===== src/rtl/tdm_pkg.sv =====
// tdm_pkg: frame format and state encoding shared by both ends of the TDM path
package tdm_pkg;
   localparam int TDM_NCH = 4;
   localparam int TDM_SW  = 8;
   typedef enum logic {HUNT = 1'b0, RUN = 1'b1} tdm_state_e;
endpackage


===== src/rtl/tdm_demux_if.sv =====
// tdm_demux_if: serial input and per-channel output bundle of the TDM demux
interface tdm_demux_if import tdm_pkg::*; #(
   parameter int NCH = TDM_NCH,
   parameter int SW  = TDM_SW
);
   logic              en;
   logic              din;
   logic              fsync;
   logic [NCH*SW-1:0] dout;
   logic [NCH-1:0]    dvalid;
   logic              frame_done;
   logic              sync_err;
   logic              locked;
   modport master (output en, din, fsync, input dout, dvalid, frame_done, sync_err, locked);
   modport slave  (input en, din, fsync, output dout, dvalid, frame_done, sync_err, locked);
endinterface


===== src/rtl/tdm_sipo.sv =====
// tdm_sipo: serial-in/parallel-out shift register; the parallel word includes the bit being sampled
module tdm_sipo #(
   parameter int SW = 8
) (
   input  logic          clk,
   input  logic          rst,
   input  logic          en,
   input  logic          din,
   output logic [SW-1:0] q
);
   logic [SW-2:0] r;
   assign q = {r, din};
   // keep the newest SW-1 accepted bits, MSB first
   always_ff @(posedge clk or posedge rst)
      if (rst) r <= '0;
      else if (en) r <= q[SW-2:0];
endmodule


===== src/rtl/tdm_demux.sv =====
// tdm_demux: splits a framed serial TDM stream into registered per-channel words
module tdm_demux import tdm_pkg::*; #(
   parameter int NCH = TDM_NCH,
   parameter int SW  = TDM_SW
) (
   input logic        clk,
   input logic        rst,
   tdm_demux_if.slave bus
);
   localparam int CW = $clog2(NCH);
   localparam int BW = $clog2(SW);
   tdm_state_e        state;
   logic [CW-1:0]     slot_cnt;
   logic [BW-1:0]     bit_cnt;
   logic [SW-1:0]     word;
   logic [NCH*SW-1:0] dout;
   logic [NCH-1:0]    dvalid;
   logic              frame_done, sync_err, at_bound, last_bit, last_slot, sh_en;
   // frame position decode; a bit is shifted unless it is thrown away while hunting or on a lost sync
   always_comb begin
      at_bound  = bit_cnt == '0 && slot_cnt == '0;
      last_bit  = bit_cnt == BW'(SW - 1);
      last_slot = slot_cnt == CW'(NCH - 1);
      sh_en     = bus.en && (state == HUNT ? bus.fsync : bus.fsync || !at_bound);
   end
   tdm_sipo #(.SW(SW)) u_sipo (
      .clk (clk),
      .rst (rst),
      .en  (sh_en),
      .din (bus.din),
      .q   (word)
   );
   // lock FSM, slot/bit counters and registered channel outputs
   always_ff @(posedge clk or posedge rst)
      if (rst) begin
         state      <= HUNT;
         slot_cnt   <= '0;
         bit_cnt    <= '0;
         dout       <= '0;
         dvalid     <= '0;
         frame_done <= 1'b0;
         sync_err   <= 1'b0;
      end else begin
         dvalid     <= '0;
         frame_done <= 1'b0;
         sync_err   <= 1'b0;
         if (bus.en) begin
            if (state == HUNT) begin
               if (bus.fsync) begin
                  state    <= RUN;
                  bit_cnt  <= BW'(1);
                  slot_cnt <= '0;
               end
            end else if (at_bound) begin
               if (bus.fsync) bit_cnt <= BW'(1);
               else begin
                  sync_err <= 1'b1;
                  state    <= HUNT;
               end
            end else if (bus.fsync) begin
               sync_err <= 1'b1;
               bit_cnt  <= BW'(1);
               slot_cnt <= '0;
            end else if (last_bit) begin
               bit_cnt    <= '0;
               slot_cnt   <= last_slot ? '0 : slot_cnt + 1'b1;
               frame_done <= last_slot;
               for (int k = 0; k < NCH; k++)
                  if (slot_cnt == CW'(k)) begin
                     dout[k*SW +: SW] <= word;
                     dvalid[k]        <= 1'b1;
                  end
            end else bit_cnt <= bit_cnt + 1'b1;
         end
      end
   assign bus.dout       = dout;
   assign bus.dvalid     = dvalid;
   assign bus.frame_done = frame_done;
   assign bus.sync_err   = sync_err;
   assign bus.locked     = state == RUN;
endmodule


===== src/flat_wrapper.sv =====
// flat-port wrapper written by rule: the top's interface ports become plain ports
module tdm_demux_flat import tdm_pkg::*;
#(
   parameter int NCH = TDM_NCH,
   parameter int SW  = TDM_SW
)
  (clk, rst, bus_en, bus_din, bus_fsync, bus_dout, bus_dvalid, bus_frame_done, bus_sync_err, bus_locked);
  tdm_demux_if #(.NCH(NCH), .SW(SW)) bus_i ();
  input logic clk;
  input logic rst;
  input wire logic [$bits(bus_i.en)-1:0] bus_en;
  input wire logic [$bits(bus_i.din)-1:0] bus_din;
  input wire logic [$bits(bus_i.fsync)-1:0] bus_fsync;
  output wire logic [$bits(bus_i.dout)-1:0] bus_dout;
  output wire logic [$bits(bus_i.dvalid)-1:0] bus_dvalid;
  output wire logic [$bits(bus_i.frame_done)-1:0] bus_frame_done;
  output wire logic [$bits(bus_i.sync_err)-1:0] bus_sync_err;
  output wire logic [$bits(bus_i.locked)-1:0] bus_locked;
  assign bus_i.en = bus_en;
  assign bus_i.din = bus_din;
  assign bus_i.fsync = bus_fsync;
  assign bus_dout = bus_i.dout;
  assign bus_dvalid = bus_i.dvalid;
  assign bus_frame_done = bus_i.frame_done;
  assign bus_sync_err = bus_i.sync_err;
  assign bus_locked = bus_i.locked;
  tdm_demux #(.NCH(NCH), .SW(SW)) u_core (.clk(clk), .rst(rst), .bus(bus_i));
endmodule

===== config.mk =====
export PLATFORM = sky130hd
export DESIGN_NAME = tdm_demux_flat
export DESIGN_NICKNAME = d
export VERILOG_FILES = /design/src/rtl/tdm_pkg.sv /design/src/rtl/tdm_demux_if.sv /design/src/rtl/tdm_sipo.sv /design/src/rtl/tdm_demux.sv /design/src/flat_wrapper.sv
export SDC_FILE = /design/constraint.sdc
export NUM_CORES = 1
export LEC_CHECK = 0
export CAP_MARGIN = 40
export CORE_MARGIN = 2
export CORE_UTILIZATION = 35
export DETAILED_ROUTE_END_ITERATION = 6
export PLACE_DENSITY = 0.68
export SYNTH_ARGS = -nofsm -noshare
export SYNTH_HDL_FRONTEND = slang
export SYNTH_SLANG_ARGS = --single-unit

===== constraint.sdc =====
create_clock -name clk -period 3.6 [get_ports clk]
set_clock_uncertainty 0.05 [all_clocks]
set_input_delay 0.72 -clock clk [delete_from_list [all_inputs] [get_ports clk]]
set_output_delay 0.72 -clock clk [all_outputs]
set_load 0.01 [all_outputs]

# ---- Word level (Yosys, flattened, before mapping)
# Index checks and enable logic that the tools add are counted.
dict set report word_totals {
  reg_bits 51
  latchBits 0
  ramBits 0
  mem_bits_ro 0
  in_bits 5
  out_inout_bits 39
  elab_cells 66
  n_memories 0
}
dict set report op_classes {
  add_sub_neg 2
  n_mul 0
  n_div 0
  n_lt_le_gt_ge 0
  n_eq_ne 5
  n_shift 0
  mux 33
  bitwise_logic 2
  reduce_logical 13
}
# op count
set ops {}
lappend ops {{$reduce_and A6 Y1} 4}
lappend ops {{$mux W4} 5}
lappend ops {{$mux W1} 17}
lappend ops {{$mux W3} 5}
lappend ops {{$mux W2} 6}
lappend ops {{$eq A2 B2 Y1 const B} 2}
lappend ops {{$reduce_and A4 Y1} 1}
lappend ops {{$add A3 B1 Y3 const B} 1}
lappend ops {{$eq A3 B3 Y1 const B} 1}
lappend ops {{$logic_not A3 Y1} 1}
lappend ops {{$reduce_bool A3 Y1} 1}
lappend ops {{$add A2 B1 Y2 const B} 1}
lappend ops {{$eq A2 B1 Y1 const B} 1}
lappend ops {{$logic_and A1 B1 Y1} 2}
lappend ops {{$logic_not A2 Y1} 1}
lappend ops {{$ne A2 B2 Y1 const B} 1}
lappend ops {{$not A1 Y1} 2}
lappend ops {{$reduce_bool A2 Y1} 1}
lappend ops {{$logic_not A1 Y1} 1}
lappend ops {{$logic_or A1 B1 Y1} 1}

# ---- Logic depth before layout (Yosys ltp)
dict set report depth {
  word_depth 7
  ltp_mapped 10
  ltp_nobuf 8
}

# ---- Hierarchy
# A second synthesis with hierarchy kept.
dict set report hier_totals {
  hier_cells 147
  area_unflattened_um2 2327.2
}
# mod instances cells_per_inst area_each_um2 seq_area_each_um2
set by_module_without_submodules {}
lappend by_module_without_submodules {tdm_demux 1 130 2024.4 1076.0}
lappend by_module_without_submodules {tdm_sipo 1 17 302.8 175.2}

# ---- Least setup slack after synthesis
# No wires, ideal clock.
dict set report synth_path {
  path_kind {register to register}
  startpoint {register u_core.slot_cnt[0]}
  endpoint {register u_core.dout[0], in the netlist u_core.bus.dout[0]}
  setup_time_ps 125
  arrival_time_ps 2130
  t_required_ps 3425
  setup_slack_ps 1295
  path_stages_with_launch 11
  n_path_buf 2
  period_less_slack_ps 2305
  path_cell_list {dfrtp_1 inv_1 ha_1 and3b_1 buf_2 inv_1 ha_1 and4_1 buf_6 nand2_8 mux2_4}
}
dict set report synth_via {
  elab_chain_cells 4
}
# item line_no
set synth_rtl {}
lappend synth_rtl {{from (decl)} tdm_demux.sv:13} ;# logic [CW-1:0] slot_cnt;
lappend synth_rtl {{from (signal assigned)} tdm_demux.sv:66} ;# slot_cnt <= last_slot ? '0 : slot_cnt + 1'b1;
lappend synth_rtl {{$logic_not A2 Y1 *} {tdm_demux.sv:21, tdm_demux.sv:69}}
lappend synth_rtl {{$logic_and A1 B1 Y1} tdm_demux.sv:21} ;# at_bound = bit_cnt == '0 && slot_cnt == '0;
lappend synth_rtl {{$not A1 Y1 (no source line)} n/a}
lappend synth_rtl {{$reduce_and A6 Y1 (no source line) *} n/a}
lappend synth_rtl {{to (signal, indexed assignment)} tdm_demux.sv:70} ;# dout[k*SW +: SW] <= word;
lappend synth_rtl {{to (decl)} tdm_demux.sv:16} ;# logic [NCH*SW-1:0] dout;
# Mark *: on every way between the ends. The rest lies on a longest branch, timed or not.
# A chain may end at the register's enable or synchronous reset.

# ---- Worst setup path after layout
dict set report layout_path {
  startpoint {register u_core.slot_cnt[0]}
  endpoint {register u_core.dout[13], in the netlist u_core.bus.dout[13]}
}
dict set report layout_via {
  elab_chain_cells 4
  word_cells_on_any_way 5
  cone_classes {eq/ne: 1; bitwise: 1; reduce/logical: 3}
}
# item line_no
set layout_rtl {}
lappend layout_rtl {{$logic_not A2 Y1} tdm_demux.sv:21}
lappend layout_rtl {{$logic_and A1 B1 Y1} tdm_demux.sv:21}
lappend layout_rtl {{$not A1 Y1 (no source line)} n/a}
lappend layout_rtl {{$reduce_and A6 Y1 (no source line) *} n/a}
# Marks and branches as above.

==> reports/results.tsv <==
stage	metric	value	unit
clock_tree	clockBufferDepth	2	
floorplan	die_w	84.5	um
setup_path	path_max_fanout	8	
global_route	grt_antenna_before_repair	0	
setup_path	cp_num_cells	9	
job	drv_cap	0	
clock_tree	post-cts-setup-buffers	0	
clock_tree	cts_max_level	2	
placed_design	dp_hpwl	2920	um
min_path	holdCritPathClass	reg2reg	
clock_tree	clkLatencyLatePin	0.30	ns
floorplan	dieArea	0.00714	mm^2
routing	drt-initial-drc-count	53	
routing	wl_per_cell	15.5	um
sta	relSlewSlack	77.3	%
setup_path	crit_type	reg2reg	
min_path	whs_path_depth	1	
sta	fmax	0.384	GHz
setup_path	cp_cell_sequence	inv_1 > ha_1 > and3b_1 > inv_1 > ha_1 > and4_1 > buf_4 > nand2_8 > mux2_4	
routing	vias_per_cell	4.77	
synthesis	ys_types	29	
sta	rsz0062_at_grt	no	
clock_tree	cts-root-buf	clkbuf_8	
routing	vias	1283	
global_route	gr-total-overflow	0	
setup_path	arrival	2.75	ns
routing	final_antenna_net_count	0	
setup_path	worstSetupEndpointType	register	
global_route	grt_max_degree	41	
clock_tree	hold_buffers	0	
placed_design	post-place-ws	0.945	ns
placed_design	place_congestion	0.834	
layout	multiInputGateArea	960	um^2
synthesis	ys_ff_latch	50	
synthesis	syn_area_per_cell	15.9	um^2
sta	finalSetupViolCount	0	
layout	ff_latch_area	0.00125	mm^2
layout	drive_above_1_share	29.7	%
synthesis	ys_seq_area_share	55.2	%
sta	final-hold-violation-count	0	
global_route	grt_pass1_vias	1289	
placed_design	io_buffer_count	43	
sta	fin_crit_sh	72.4	%
layout	antenna_cells	0	
power_and_ir_drop	leakagePower	1.40	nW
power_and_ir_drop	max-vdd-ir-drop	0.177	mV
placed_design	post-place-cells	262	
run_status	status	complete, no violations	
layout	fin_area	0.00288	mm^2
synthesis	synthesis.nets	156	
clock_tree	cts_resized	0	
synthesis	syn_inst	143	
clock_tree	clock-sinks	50	
sta	slew_violations	0	
floorplan	die-height	84.5	um
layout	nNetsFinal	205	
setup_path	reg2reg_depth	9	
floorplan	initial_utilization	35.9	%
sta	setup_ws	0.995	ns
clock_tree	path_clk_slew	0.09	ns
synthesis	syn-cell-area	0.00227	mm^2
setup_path	cp_top_family	simple AND/OR/NAND/NOR gates	
clock_tree	cts_made_buffers	5	
setup_path	path_buf_inv	3	
sta	fin_crit	2.61	ns
routing	drc	0	
floorplan	core	0.00631	mm^2
synthesis	yosysWarnings	0	
sta	fin_setup_tns	0	ns
sta	worst_pin_slew	0.339	ns
setup_path	startpoint_type	register	
floorplan	num_rows	29	
power_and_ir_drop	pwr_density_cell	472	mW/mm^2
sta	fin_hold_ws	0.469	ns
routing	drt_first_pass_iters	4	
routing	totalWireLength	4170	um
setup_path	cp_slowest_stage_delay	0.45	ns
setup_path	crit_slowest_cell	dfrtp_1	
layout	areaGrowthSynthToFinish	27.1	%
clock_tree	cts_tree	built	
layout	fin_cells	269	
global_route	grt_pass1_wl	6930	um
setup_path	cp.required	3.74	ns
placed_design	placed_area	0.00280	mm^2
floorplan	ioPinCount	44	
global_route	gr-usage-all-layers	12.6	%
layout	fillers	572	
## metrics by stage
stage	power [mW]	util, %
final	1.36	45.7
after global routing	1.45	45.7
after CTS	1.38	45.7
after detailed placement	1.06	44.3
after global placement	1.05	44.0
after floorplan	0.946	-
## per-layer routing
layer	global-route usage (%)	wire length (um)	vias to the layer above
met5	0	0	-
met4	5.34	91	0
met3	3.83	202	9
met2	17.0	1820	32
met1	18.6	2050	642
li1	-	-	600
## layout by cell type (no fill, tap or decap)
master,instances
a21boi_0,1
a21o_2,1
a21oi_1,2
a32o_1,1
and2_1,4
and3_2,1
and3b_1,1
and4_1,1
and4b_1,1
buf_12,1
buf_4,1
clkbuf_8,5
clkdlybuf4s50_1,43
clkinvlp_4,2
dfrtp_1,50
ha_1,8
inv_1,8
inv_2,1
mux2_2,7
mux2_4,32
mux2i_1,2
nand2_1,2
nand2_8,4
nand4_1,1
nor2_1,2
nor4b_2,1
nor4bb_1,1
o211ai_1,1
o21ai_0,4
o21ai_4,1
o22ai_1,1
or4_1,1
## power breakdown
group | internal [mW] | switching [mW] | total [mW]
clock network | 0.133 | 0.183 | 0.316
registers | 0.639 | 0.0963 | 0.736
logic | 0.165 | 0.145 | 0.310
## cells by family after synthesis
logic type               after synthesis  synth area share (%)
flip-flops                            50                  55.2
AND/OR/NAND/NOR                       20                  8.55
adder cells (fa/ha/maj)                8                  4.41
multiplexers                          41                  25.5
AO/OA/AOI/OAI                         12                  3.81
buffers and inverters                 12                  2.54
## sequential cells by signal, indices dropped and copies added (netlist names)
signal / flops
u_core.u_sipo.r: 7
u_core.bus.locked: 1
u_core.bus.dvalid: 4
u_core.bus.sync_err: 1
u_core.bus.dout: 32
u_core.slot_cnt: 2
u_core.bit_cnt: 3
## synth_stat cells, drive strengths merged
master | count | area (um^2)
o22ai | 1 | 6.26
a32o | 1 | 10.0
nor4b | 1 | 15.0
and3b | 1 | 8.76
and4 | 1 | 8.76
mux2 | 39 | 559
and3 | 1 | 7.51
ha | 8 | 100
a21boi | 1 | 7.51
and2 | 4 | 25.0
a21o | 1 | 8.76
nor4bb | 1 | 10.0
a21oi | 2 | 10.0
nand2 | 6 | 87.6
or4 | 1 | 7.51
buf | 3 | 23.8
o21ai | 5 | 36.3
nor2 | 2 | 7.51
mux2i | 2 | 20.0
dfrtp | 50 | 1250
o211ai | 1 | 7.51
nand4 | 1 | 6.26
and4b | 1 | 10.0
inv | 9 | 33.8
## path summary, 6_finish.rpt
kind | start | to | slack, ns
setup / recovery | u_core.slot_cnt[0] | u_core.bus.dout[13] | 0.99
hold / removal | u_core.bus.dout[22] | u_core.bus.dout[22] | 0.47
setup reg to reg | u_core.slot_cnt[0] | u_core.bus.dout[13] | 0.99
hold reg to reg | u_core.bus.dout[22] | u_core.bus.dout[22] | 0.47
max in group asynchronous | rst | u_core.u_sipo.r[1] | 2.40
min in group asynchronous | rst | u_core.bus.dvalid[0] | 0.62
## area by class of cell
class / instances / share of cell area [%]
Clock buffer: 5 / 2.39
Clock inverter: 2 / 0.521
Inverter: 9 / 1.17
Multi-Input combinational cell: 81 / 33.3
Sequential cell: 50 / 43.4
Tap cell: 77 / 3.34
Timing Repair Buffer: 45 / 15.9
Power figures use the tool's default switching activity.
==> edit 1 (same flow settings) <==
Make the reset (`rst`) synchronous in 2 clocked blocks.
--- a/src/rtl/tdm_sipo.sv
+++ b/src/rtl/tdm_sipo.sv
@@ -13,3 +13,3 @@
    // keep the newest SW-1 accepted bits, MSB first
-   always_ff @(posedge clk or posedge rst)
+   always_ff @(posedge clk)
       if (rst) r <= '0;
--- a/src/rtl/tdm_demux.sv
+++ b/src/rtl/tdm_demux.sv
@@ -33,3 +33,3 @@
    // lock FSM, slot/bit counters and registered channel outputs
-   always_ff @(posedge clk or posedge rst)
+   always_ff @(posedge clk)
       if (rst) begin
Formal check against the unedited RTL: differs if rst is asserted again (counterexample within 4 cycles, from zero or initial values and one cycle with rst high); with rst held inactive, the same outputs for 10 cycles.
==> edit 1 against the original RTL <==
  * Setup slack improved by 0.30 ns
  * Synthesized area decreased by 11%
  * Wire length decreased by 3.0%
  * Largest cell class unchanged
  * Critical path type is now primary input to register
  * Critical endpoint is now u_core.bus.dout[12]
  * Cell area decreased by 9.9%
  * Sequential cell count unchanged
  * Cell count increased by 16%
Power is not compared: it rests on default switching activity, and its combinational part moved more than twofold at a synthesized area within 25%.
==> edit 1: results (changes against the original RTL) <==
| Metric | Value |
|---|---|
| Min-Delay Path Depth | 2 (+1) |
| Clk_lat worst skew | 0.30 ns (about the same) |
| Worst Hold Endpoint | u_core.bus.dout[3] |
| Run status | finished, final reports clean |
| R2r setup slk | 1.35 ns (+0.36 ns) |
| Vias in the first global route | 1458 (+13%) |
| H-tree depth | 2 (unchanged) |
| Max FO, Critical Path | 8 (unchanged) |
| DP HPWL | 2.752 mm (-5.9%) |
| Largest net degree at the start of global routing | 47 (+15%) |
| CP arrival | 2.44 ns (-0.31 ns) |
| Gr usage total | 0.1437 (+0.01788) |
| Commonest cells post-synth | dfxtp_1 (50), nor2_1 (49), mux2i_1 (40), nand2_1 (12) |
| Reg clk slew, reported paths | 0.09 ns (about the same) |
| Area contributors post-synth | dfxtp_1 (50%), mux2i_1 (20%), nor2_1 (9.1%) |
| Top Registers | u_core.bus.dout x32, u_core.u_sipo.r x7, u_core.bus.dvalid x4 |
| WL/cell | 12.99 um (-16%) |
| Actual slew at the worst max-slew pin | 0.4821 ns (+0.1430 ns) |
| 1st-pass router iterations | 4 (unchanged) |
| Synth unique cells | 22 (-24%) |
| Max rail drop VDD | 239.3 uV |
| DR iter-0 viols | 71 (+34%) |
| Ant. Diodes | 0 (unchanged) |
| Min-Delay Startpoint | u_core.bus.dout[3] |
| WHS | 0.4499 ns (-0.01892 ns) |
| Register area share after synthesis | 0.4978 (-0.05375) |
| GP Congestion | 0.7459 (-11%) |
| HP Class | register to register |
| Initial antenna violation count | 0 (unchanged) |
| Reg2reg path depth | 9 (unchanged) |
| Clock root buffer master | clkbuf_8 |
| CTS Buffer Depth | 2 (unchanged) |
| RR Startpoint | u_core.slot_cnt[0] |
| LEAKAGE | 0.9809 nW |
| Final nets | 251 (+22%) |
| YS warnings | 0 (unchanged) |
| First-pass GRT wire length | 7.086 mm (+2.2%) |
| Post-CTS Repair Setup Buffers | 0 (unchanged) |
| Total CTS buffers | 5 (unchanged) |
| Syn_nets | 207 (+33%) |
| Port Buf Inserts | 43 (unchanged) |
| Post-synthesis async set-or-reset flop share | 0 (-1.000) |
| Crit Reg-Reg Endpoint | u_core.bus.dout[12] |
| Post-CTS sizing | 0 (unchanged) |
| Share of cells above drive strength 1 | 0.06695 (-0.2299) |
| Via-to-Cell Ratio | 4.553 (-4.5%) |
| # fillers | 545 (-4.7%) |
-- edit 1: cell count changes in the layout (fill, tap and decap cells not counted), sizes merged, moves of 2 or more --
cell,before,now
mux2i,2,40
nand3,0,3
nor2,2,53
mux2,39,0
dfrtp,50,0
dfxtp,0,50
nand2,6,12
and2,4,0
o21ai,5,2
clkinv,0,2
-- edit 1: metrics by stage --
step                      instances  setup WS (ns)  utilization  area (sq um)
after floorplan                 194          1.537            -          2011
after global placement          303          1.003       0.4528          2509
after detailed placement        303         0.9711       0.4528          2509
after CTS                       311          1.299       0.4691          2599
after global routing            311          1.198       0.4691          2599
final                           311          1.298       0.4691          2599
-- edit 1: critical path, stage by stage --
cell	delay (ns)
clkdlybuf4s50_1	0.52
inv_1	0.18
ha_1	0.21
nand3_4	0.21
nor2_8	0.30
mux2i_1	0.23
nor2_1	0.05
-- edit 1: power by group --
group / leakage [nW] / internal, W / switching (W) / total (W)
registers: 0.403 / 0.000555 / 0.00000375 / 0.000559
logic: 0.534 / 0.0000149 / 0.0000234 / 0.0000383
clock network: 0.0441 / 0.000137 / 0.000191 / 0.000328
total: 0.981 / 0.000707 / 0.000218 / 0.000925
-- edit 1: metal layers --
layer / global-route usage / vias up / part of all wire
li1: - / 736 / -
met1: 0.2039 / 634 / 0.49
met2: 0.2034 / 39 / 0.44
met3: 0.05204 / 7 / 0.065
met4: 0.04237 / 0 / 0.010
met5: 0 / - / 0
-- edit 1: how the worst max path moves through the flow --
stage / endpoint / slack (ns) / cells after the start / startpoint
2_1_floorplan: u_core.bus.dout[0] / 1.54 / 10 / u_core.slot_cnt[0]
3_3_place_gp: u_core.bus.dout[14] / 1.00 / 7 / bus_fsync
3_5_place_dp: u_core.bus.dout[12] / 0.97 / 7 / bus_fsync
4_1_cts: u_core.bus.dout[12] / 1.30 / 7 / bus_fsync
5_1_grt: u_core.bus.dout[10] / 1.20 / 7 / bus_fsync
6_report: u_core.bus.dout[12] / 1.30 / 7 / bus_fsync
-- edit 1: logic make-up (layout without fill, tap and decap cells) --
group | Yosys count | in the layout | share of synthesized area
simple gates | 71 | 71 | 0.1786
flops | 50 | 50 | 0.4978
mux | 40 | 40 | 0.1991
buf+inv | 15 | 60 | 0.02987
compound gates | 10 | 10 | 0.04481
fa+ha+maj | 8 | 8 | 0.04978
-- edit 1: cell type report --
class,count,area share
inverters,8,0.01156
flip-flops and latches,50,0.3852
well taps,72,0.03467
repair buffers,44,0.1685
clock inverters,3,0.008185
multi-input cells,129,0.3654
clock buffers,5,0.02648
==> edit 2 (same flow settings) <==
Without the edit above. Change the package constant `TDM_SW` from 8 to 16.
--- a/src/rtl/tdm_pkg.sv
+++ b/src/rtl/tdm_pkg.sv
@@ -3,3 +3,3 @@
    localparam int TDM_NCH = 4;
-   localparam int TDM_SW  = 8;
+   localparam int TDM_SW  = 16;
    typedef enum logic {HUNT = 1'b0, RUN = 1'b1} tdm_state_e;
Interface: changed (resized bus_dout); port bits go from 44 to 76. No check against the original RTL was run, so the function may have changed too.
==> edit 2 against the original RTL <==
  * Setup slack got worse by 0.038 ns
  * Maximum frequency fell by 1.4%
  * Cell area rose by 67%
  * Critical path depth did not move
  * Synthesized cell count rose by 70%
  * Combinational power rose by 37%
  * Sequential share of layout area rose by 4.0 points
  * Wire length rose by 85%
  * Power rose by 74%
  * Sequential cell count rose by 41
  * Synthesized area rose by 66%
  * Critical endpoint is now u_core.bus.dout[48]
  * Largest power group unchanged
  * Highest routed layer unchanged
==> edit 2: results (changes against the original RTL) <==
| Metric | Value |
|---|---|
| Worst Hold Endpoint | u_core.bus.dout[15] |
| Mux cell area share after synthesis | 0.2466 (-0.008789) |
| Multi-input gate area | 0.001330 sq mm (+39%) |
| Data buffer area share | 0.1697 (+0.01080) |
| Worst slew margin | 0.5652 (-0.2081) |
| Synth unique cells | 33 (+14%) |
| Area contributors post-synth | dfrtp_1 (61%), mux2_2 (20%), mux2_4 (4.0%) |
| Fraction of area in registers | 0.4736 (+0.03956) |
| Max FO, Critical Path | 10 (+2) |
| Run status | finished, final reports clean |
| Worst path max stage delay | 0.48 ns (+0.03 ns) |
| Share of cells above drive strength 1 | 0.3303 (+0.03343) |
| DR vias | 2272 (+77%) |
| Max rail drop VDD | 225.6 uV (+28%) |
| #FFs+latches synth | 91 (+82%) |
| DP Area | 0.004629 sq mm (+65%) |
| Place WS | 0.7618 ns (-0.1833 ns) |
| Commonest cells post-synth | dfrtp_1 (91), mux2_2 (68), mux2_4 (10), inv_1 (9) |
| Port Buf Inserts | 75 (+74%) |
| Power Clock | 0.000624 W (+97%) |
| Final nets | 337 (+64%) |
| Nonclk buf count | 82 (+82%) |
| Max FFs per register | 64 (+100%) |
| Placed cell count | 450 (+72%) |
| First-pass GRT wire length | 12.60 mm (+82%) |
| Core Util, Final | 0.4637 (+0.007083) |
| CP arrival | 2.82 ns (+0.07 ns) |
| WHS | 0.4489 ns (-0.01994 ns) |
| WL/cell | 16.50 um (+6.5%) |
| Synth Area in Adders | 0.02329 (-0.02083) |
| Clock buffers | 11 (+6) |
| Register area share after synthesis | 0.6057 (+0.05409) |
| Top Registers | u_core.bus.dout x64, u_core.u_sipo.r x15 |
| GP Congestion | 0.8423 (+1.0%) |
| Avg Synthesized Cell Area | 15.47 sq um (-2.5%) |
| Final min period | 2.643 ns (+0.03786 ns) |
| # fillers | 956 (+67%) |
| DIE WIDTH | 107.6 um (+27%) |
-- edit 2: changes by cell type in the layout (fill, tap and decap cells not counted), sizes merged, moves of 5 or more --
cell	unedited run	this run
dfrtp	50	91
mux2	39	79
clkdlybuf4s50	43	75
clkbuf	5	11
buf	2	7
-- edit 2: layer usage --
metal / GRT usage / up-vias / part of all wire
li1: - / 1028 / -
met1: 0.1875 / 1165 / 0.46
met2: 0.2332 / 68 / 0.48
met3: 0.02603 / 11 / 0.043
met4: 0.05769 / 0 / 0.016
met5: 0 / - / 0
-- edit 2: worst max path at each step --
stage	end	cells past startpoint	from
2_1_floorplan	u_core.bit_cnt[0]	1	rst
3_3_place_gp	u_core.u_sipo.r[14]	4	bus_en
3_5_place_dp	u_core.u_sipo.r[11]	4	bus_en
4_1_cts	u_core.bus.dout[48]	9	u_core.slot_cnt[0]
5_1_grt	u_core.bus.dout[55]	9	u_core.slot_cnt[0]
6_report	u_core.bus.dout[48]	9	u_core.slot_cnt[0]
